$ cat config.mk
export PLATFORM = sky130hd
export DESIGN_NAME = fft_frame_loader_flat
export DESIGN_NICKNAME = d
export VERILOG_FILES = /design/src/rtl/fft_pkg.sv /design/src/rtl/fft_frame_loader_if.sv /design/src/rtl/fft_frame_regfile.sv /design/src/rtl/fft_frame_loader.sv /design/src/flat_wrapper.sv
export SDC_FILE = /design/constraint.sdc
export NUM_CORES = 1
export LEC_CHECK = 0
export ABC_AREA = 1
export BUFFER_PORTS_ARGS = -buffer_cell sky130_fd_sc_hd__buf_4
export CAP_MARGIN = 10
export CORE_AREA = 2 2 212 214
export DETAILED_ROUTE_END_ITERATION = 8
export DIE_AREA = 0 0 214 216
export PLACE_DENSITY = 0.78
export SLEW_MARGIN = 15
export SYNTH_ARGS = -nofsm -noshare
export SYNTH_HDL_FRONTEND = slang
export SYNTH_SLANG_ARGS = --single-unit
$ cat constraint.sdc
create_clock -name clock -period 3.5 [get_ports clock]
set_clock_uncertainty 0.05 [all_clocks]
set_input_delay 0.7 -clock clock [delete_from_list [all_inputs] [get_ports clock]]
set_output_delay 0.7 -clock clock [all_outputs]
set_load 0.01 [all_outputs]
$ cat src/rtl/fft_pkg.sv
// -----------------------------------------------------------------------------
// fft_pkg
// Shared constants, FSM state type and index helper for the FFT frame loader.
//   N_PTS : samples per frame (the downstream FFT is fixed at 16 points)
//   DW    : bits per real/imaginary component
//   LOG2N : width of a slot index
// -----------------------------------------------------------------------------
package fft_pkg;

    localparam int N_PTS = 16;
    localparam int DW    = 16;
    localparam int LOG2N = 4;

    typedef enum logic [1:0] {
        FILL    = 2'd0,
        HOLD    = 2'd1,
        CAPTURE = 2'd2
    } fsm_state_t;

    // Reverse the bit order of a slot index (FFT decimation-in-time input order).
    function automatic logic [LOG2N-1:0] bitrev(input logic [LOG2N-1:0] v);
        logic [LOG2N-1:0] r;
        r = {LOG2N{1'b0}};
        for (int i = 0; i < LOG2N; i++) begin
            r[i] = v[LOG2N-1-i];
        end
        return r;
    endfunction

endpackage

$ cat src/rtl/fft_frame_loader_if.sv
// -----------------------------------------------------------------------------
// fft_frame_loader_if
// Valid/ready sample stream feeding the frame loader.
//   s_valid : upstream has a sample
//   s_ready : loader accepts a sample this cycle
//   s_re    : real part, two's complement
//   s_im    : imaginary part, two's complement
// Modports: master = upstream producer, slave = frame loader.
// -----------------------------------------------------------------------------
interface fft_frame_loader_if;

    logic                  s_valid;
    logic                  s_ready;
    logic [fft_pkg::DW-1:0] s_re;
    logic [fft_pkg::DW-1:0] s_im;

    modport master (
        output s_valid,
        output s_re,
        output s_im,
        input  s_ready
    );

    modport slave (
        input  s_valid,
        input  s_re,
        input  s_im,
        output s_ready
    );

endinterface

$ cat src/rtl/fft_frame_regfile.sv
// -----------------------------------------------------------------------------
// fft_frame_regfile
// N_PTS x {re, im} slot store with a single write port and flat read-out.
//   clock, reset : rising-edge clock, synchronous active-high clear
//   we, idx      : write enable and slot index
//   wr_re, wr_im : sample written to slot idx
//   re_flat      : slot k real part at bits [DW*k +: DW]
//   im_flat      : slot k imaginary part, same packing
// Slots not written keep their contents; reset clears every slot.
// -----------------------------------------------------------------------------
module fft_frame_regfile
    import fft_pkg::*;
(
    input  logic                  clock,
    input  logic                  reset,
    input  logic                  we,
    input  logic [LOG2N-1:0]      idx,
    input  logic [DW-1:0]         wr_re,
    input  logic [DW-1:0]         wr_im,
    output logic [N_PTS*DW-1:0]   re_flat,
    output logic [N_PTS*DW-1:0]   im_flat
);

    logic [DW-1:0] re_mem_r [N_PTS];
    logic [DW-1:0] im_mem_r [N_PTS];

    // Slot storage: clear on reset, otherwise single-slot write.
    always_ff @(posedge clock) begin
        if (reset) begin
            for (int i = 0; i < N_PTS; i++) begin
                re_mem_r[i] <= {DW{1'b0}};
                im_mem_r[i] <= {DW{1'b0}};
            end
        end else if (we) begin
            re_mem_r[idx] <= wr_re;
            im_mem_r[idx] <= wr_im;
        end
    end

    // Flatten the registered slots onto the parallel FFT buses.
    for (genvar k = 0; k < N_PTS; k++) begin : g_flat
        assign re_flat[DW*k +: DW] = re_mem_r[k];
        assign im_flat[DW*k +: DW] = im_mem_r[k];
    end

endmodule

$ cat src/rtl/fft_frame_loader.sv
// -----------------------------------------------------------------------------
// fft_frame_loader
// Collects a serial complex sample stream into a 16-point frame, presents it
// on flat buses to the CORDIC FFT, holds it for the FFT latency and pulses
// capture_strobe in the cycle the FFT outputs are valid.
//   clock, reset   : rising-edge clock, synchronous active-high reset
//   s              : sample stream (fft_frame_loader_if.slave)
//   xin_flat       : real parts, slot k at [DW*k +: DW], slot 0 = xin1
//   yin_flat       : imaginary parts, same packing
//   frame_valid    : complete, stable frame on the buses (HOLD/CAPTURE)
//   capture_strobe : one-cycle pulse, FFT outputs valid
//   busy           : high in HOLD or CAPTURE
// Parameter FFT_LATENCY (1..255): cycles from frame_valid rise to FFT output.
// Build option FFT_LOADER_BITREV_EN: sample n goes to slot bitrev(n)
// instead of slot n; handshake and timing are unchanged.
// -----------------------------------------------------------------------------
module fft_frame_loader
    import fft_pkg::*;
#(
    parameter int FFT_LATENCY = 8
) (
    input  logic                 clock,
    input  logic                 reset,
    fft_frame_loader_if.slave    s,
    output logic [N_PTS*DW-1:0]  xin_flat,
    output logic [N_PTS*DW-1:0]  yin_flat,
    output logic                 frame_valid,
    output logic                 capture_strobe,
    output logic                 busy
);

    fsm_state_t       state_r;
    logic [LOG2N-1:0] wr_idx_r;
    logic [7:0]       hold_cnt_r;
    logic             xfer_s;
    logic [LOG2N-1:0] slot_s;

    // Ready depends on state only, so upstream never sees a valid->ready loop.
    assign s.s_ready = (state_r == FILL) && !reset;
    assign xfer_s    = s.s_valid && s.s_ready;

`ifdef FFT_LOADER_BITREV_EN
    assign slot_s = bitrev(wr_idx_r);
`else
    assign slot_s = wr_idx_r;
`endif

    fft_frame_regfile u_regfile (
        .clock   (clock),
        .reset   (reset),
        .we      (xfer_s),
        .idx     (slot_s),
        .wr_re   (s.s_re),
        .wr_im   (s.s_im),
        .re_flat (xin_flat),
        .im_flat (yin_flat)
    );

    // Frame FSM, write index, hold counter and registered status outputs.
    always_ff @(posedge clock) begin
        if (reset) begin
            state_r        <= FILL;
            wr_idx_r       <= {LOG2N{1'b0}};
            hold_cnt_r     <= 8'd0;
            frame_valid    <= 1'b0;
            capture_strobe <= 1'b0;
            busy           <= 1'b0;
        end else begin
            case (state_r)
                FILL: begin
                    capture_strobe <= 1'b0;
                    if (xfer_s) begin
                        // Index is exactly LOG2N bits wide, so the last slot wraps to 0.
                        wr_idx_r <= wr_idx_r + LOG2N'(1);
                        if (wr_idx_r == LOG2N'(N_PTS-1)) begin
                            state_r     <= HOLD;
                            hold_cnt_r  <= 8'd0;
                            frame_valid <= 1'b1;
                            busy        <= 1'b1;
                        end
                    end
                end
                HOLD: begin
                    hold_cnt_r <= hold_cnt_r + 8'd1;
                    if (hold_cnt_r == 8'(FFT_LATENCY-1)) begin
                        state_r        <= CAPTURE;
                        capture_strobe <= 1'b1;
                    end
                end
                CAPTURE: begin
                    state_r        <= FILL;
                    hold_cnt_r     <= 8'd0;
                    frame_valid    <= 1'b0;
                    capture_strobe <= 1'b0;
                    busy           <= 1'b0;
                end
                default: begin
                    state_r        <= FILL;
                    wr_idx_r       <= {LOG2N{1'b0}};
                    hold_cnt_r     <= 8'd0;
                    frame_valid    <= 1'b0;
                    capture_strobe <= 1'b0;
                    busy           <= 1'b0;
                end
            endcase
        end
    end

endmodule

$ cat src/flat_wrapper.sv
// flat-port wrapper written by rule: the top's interface ports become plain ports
module fft_frame_loader_flat import fft_pkg::*;
#(
    parameter int FFT_LATENCY = 8
)
  (clock, reset, xin_flat, yin_flat, frame_valid, capture_strobe, busy, s_s_valid, s_s_re, s_s_im, s_s_ready);
  fft_frame_loader_if s_i ();
  input  logic clock;
  input  logic reset;
  output logic [N_PTS*DW-1:0] xin_flat;
  output logic [N_PTS*DW-1:0] yin_flat;
  output logic frame_valid;
  output logic capture_strobe;
  output logic busy;
  input wire logic [$bits(s_i.s_valid)-1:0] s_s_valid;
  input wire logic [$bits(s_i.s_re)-1:0] s_s_re;
  input wire logic [$bits(s_i.s_im)-1:0] s_s_im;
  output wire logic [$bits(s_i.s_ready)-1:0] s_s_ready;
  assign s_i.s_valid = s_s_valid;
  assign s_i.s_re = s_s_re;
  assign s_i.s_im = s_s_im;
  assign s_s_ready = s_i.s_ready;
  fft_frame_loader #(.FFT_LATENCY(FFT_LATENCY)) u_core (.clock(clock), .reset(reset), .s(s_i), .xin_flat(xin_flat), .yin_flat(yin_flat), .frame_valid(frame_valid), .capture_strobe(capture_strobe), .busy(busy));
endmodule
==> flow_summary.ini <==
[placed_design]
gp_congestion = 0.861
port_buffers = 550
placed_cell_area_um2 = 23800
dp_hpwl_um = 41000
pre_cts_ws_ns = 0.601

[sta]
post-route-period-util_pct = 70.8
max_slew_margin_pct = 21.1
min_period_ns = 2.48
worst_slack_ns = 1.02
maxSlewViolCount = 0
finalSetupTns_ns = 0
rsz0062_at_grt = no
hold_viol = 0
tightest_slew_ns = 1.18
setup_viol_count_final = 0
fmax_mhz = 403
holdWs_ns = 0.290

[floorplanning]
rows = 77
die_x_um = 214
start_util_pct = 43.1
ios = 551
die_h_um = 216
core_um2 = 43800
die-area_um2 = 46200

[hold_path]
hold_path.class = input pin to flip-flop

[detailed_routing]
wl_um = 60900
drc = 0
vias = 12900
drt-initial-drc-count = 1448
firstDrtPassIters = 5
antenna_left = 0
via_per_inst = 5.16
wl_per_cell_um = 24.4

[run]
maxCapViolations = 0

[grt]
grt_max_degree = 33
antenna_found_initial = 0
grt_pass1_vias = 12700
grt_pass1_wl_um = 85700
gr-total-overflow = 0
grt_use_total_pct = 25.7

[setup_path]
required_ns = 2.75
endpoint_kind = output port
cp.arrival_ns = 1.73
worstPathCellList = inv_1, ha_1, nand2_1, inv_1, buf_4
max_stage_delay_ns = 0.41
cp_common_cell = inv_1
critical_path_class = flip-flop to output port
crit_path_start_kind = flip-flop
crit_fanout = 8
slowest_stage = ha_1

[power_and_ir_drop]
powerDensity_nw_per_um2 = 532
cellLeakagePower_nw = 10.8
totalPowerFinal_mw = 13.5
ir_worst_vdd_v = 0.000403

[synthesis]
synth-edff-count = 512
yosysTopAreaCellShare_pct = 81.4
synth_top_family_by_area = simple AND/OR/NAND/NOR gates
synth-main-ff-cell = edfxtp_1
post-synth-top-count-cell = nor2_1
synth.yosys.seq_area_share_pct = 83.1
ys_async_sr_fraction_pct = 0
syn_area_um2 = 18900
synthTopCellsByArea = edfxtp_1 81%, nor2_1 11%, dfxtp_1 1.7%, buf_2 1.3%, nand2_1 1.2%
synthCells = 1319
synthAdderAreaFrac_pct = 0.530
synth-xor-area-share_pct = 0.0927
synth_cell_type_count = 22
synth-simple-area-share_pct = 12.7
synth_compound_area_share_pct = 0.431
synth.area.mux_share_pct = 0
yosys_warnings = 0
synth_common_cells = 541 x nor2_1, 512 x edfxtp_1, 58 x nand2_1, 56 x inv_1, 50 x buf_2
syn-mean-instance-area_um2 = 14.3
synth-seq-cells = 528
synth.net_count = 1362
synth_top_area_cell = edfxtp_1

[finish]
drive_above_1_share_pct = 35.1
n_antenna_cell = 0
nets = 1911
design_area_um2 = 25300
seq_area_um2 = 15700
synthToLayoutAreaGrowth_pct = 33.7
nFillCells = 3401
multi_input_area_um2 = 2630

[clocking]
root_buffer = clkbuf_16
clock_latency_ns = 0.58
cts_hold_buf = 0
h-tree-depth = 2
cts_sinks = 528
clock_tree.buffer_depth = 3
numCtsBuffers = 50
clkTransAtPathRegs_ns = 0.06
cts_tree = done
cts_resized = 0
post_cts_buffers = 0

[status]
run_status = finished clean
[through the flow]
| stage | util (%) | instances |
|---|---|---|
| floorplan | - | 1319 |
| global placement | 54.2 | 2408 |
| detailed placement | 54.2 | 2408 |
| CTS | 57.6 | 2494 |
| global route | 57.6 | 2494 |
| finish | 57.6 | 2494 |
[power breakdown]
part,internal (mW),switching [mW]
Sequential,7.18,0.101
Clock,2.85,2.26
Combinational,0.382,0.679
[flip-flops by register name, summed over array words and instances (netlist names)]
name,count
u_core.u_regfile.im_mem_r,256
u_core.state_r,2
u_core.hold_cnt_r,8
u_core.u_regfile.re_mem_r,256
u_core.frame_valid,1
u_core.slot_s,4
u_core.capture_strobe,1
[layout by cell type, fill, tap and decap left out, drive strengths merged]
| master | netlist | layout |
|---|---|---|
| clkbuf | 35 | 66 |
| nor3b | 1 | 1 |
| clkinvlp | 0 | 1 |
| clkinv | 0 | 15 |
| xor2 | 2 | 2 |
| o31ai | 1 | 1 |
| a21oi | 8 | 8 |
| nand3 | 14 | 14 |
| nor3 | 2 | 2 |
| nand4 | 3 | 3 |
| nand2 | 59 | 59 |
| ha | 8 | 8 |
| edfxtp | 512 | 512 |
| buf | 51 | 583 |
| inv | 57 | 58 |
| nor2 | 544 | 544 |
| dfxtp | 16 | 16 |
| o21ai | 6 | 6 |
| bufinv | 0 | 3 |
[critical path: cells and delay by family (launching register included)]
kind                       cells  cell delay (ns)
adders and majority gates      1             0.41
buffers and inverters          3             0.35
DFF                            1             0.29
and+or+nand+nor                1             0.10
[worst paths after layout]
kind	startpoint	end	slack, ns	cells after the start
hold / removal	reset	u_core.slot_s[0]	0.29	2
hold reg to reg	u_core.hold_cnt_r[1]	u_core.hold_cnt_r[1]	0.47	2
setup reg to reg	u_core.state_r[1]	u_core.u_regfile.im_mem_r[6][13]	1.06	7
setup / recovery	u_core.state_r[1]	s_s_ready	1.02	5
[routing by layer]
metal,global-route usage (%),share of wire [%]
met2,44.4,50
met1,30.6,35
met5,0,0
met4,9.35,3.4
met3,7.40,11
[cells by family (layout without fill, tap and decap cells)]
family,count (synthesis),after routing
buffers and inverters,143,726
DFF,528,528
and+or+nand+nor,623,623
AOI/OAI and AO/OA,15,15
adders and majority gates,8,8
xor gates and xnor gates,2,2
[cell type report]
type / instances / area share (%)
Sequential cell: 528 / 62.1
Timing Repair Buffer: 583 / 17.7
Multi-Input combinational cell: 648 / 10.4
Clock buffer: 66 / 5.19
Tap cell: 592 / 2.93
Inverter: 57 / 0.847
Clock inverter: 20 / 0.763
(Power assumes the default switching activity.)
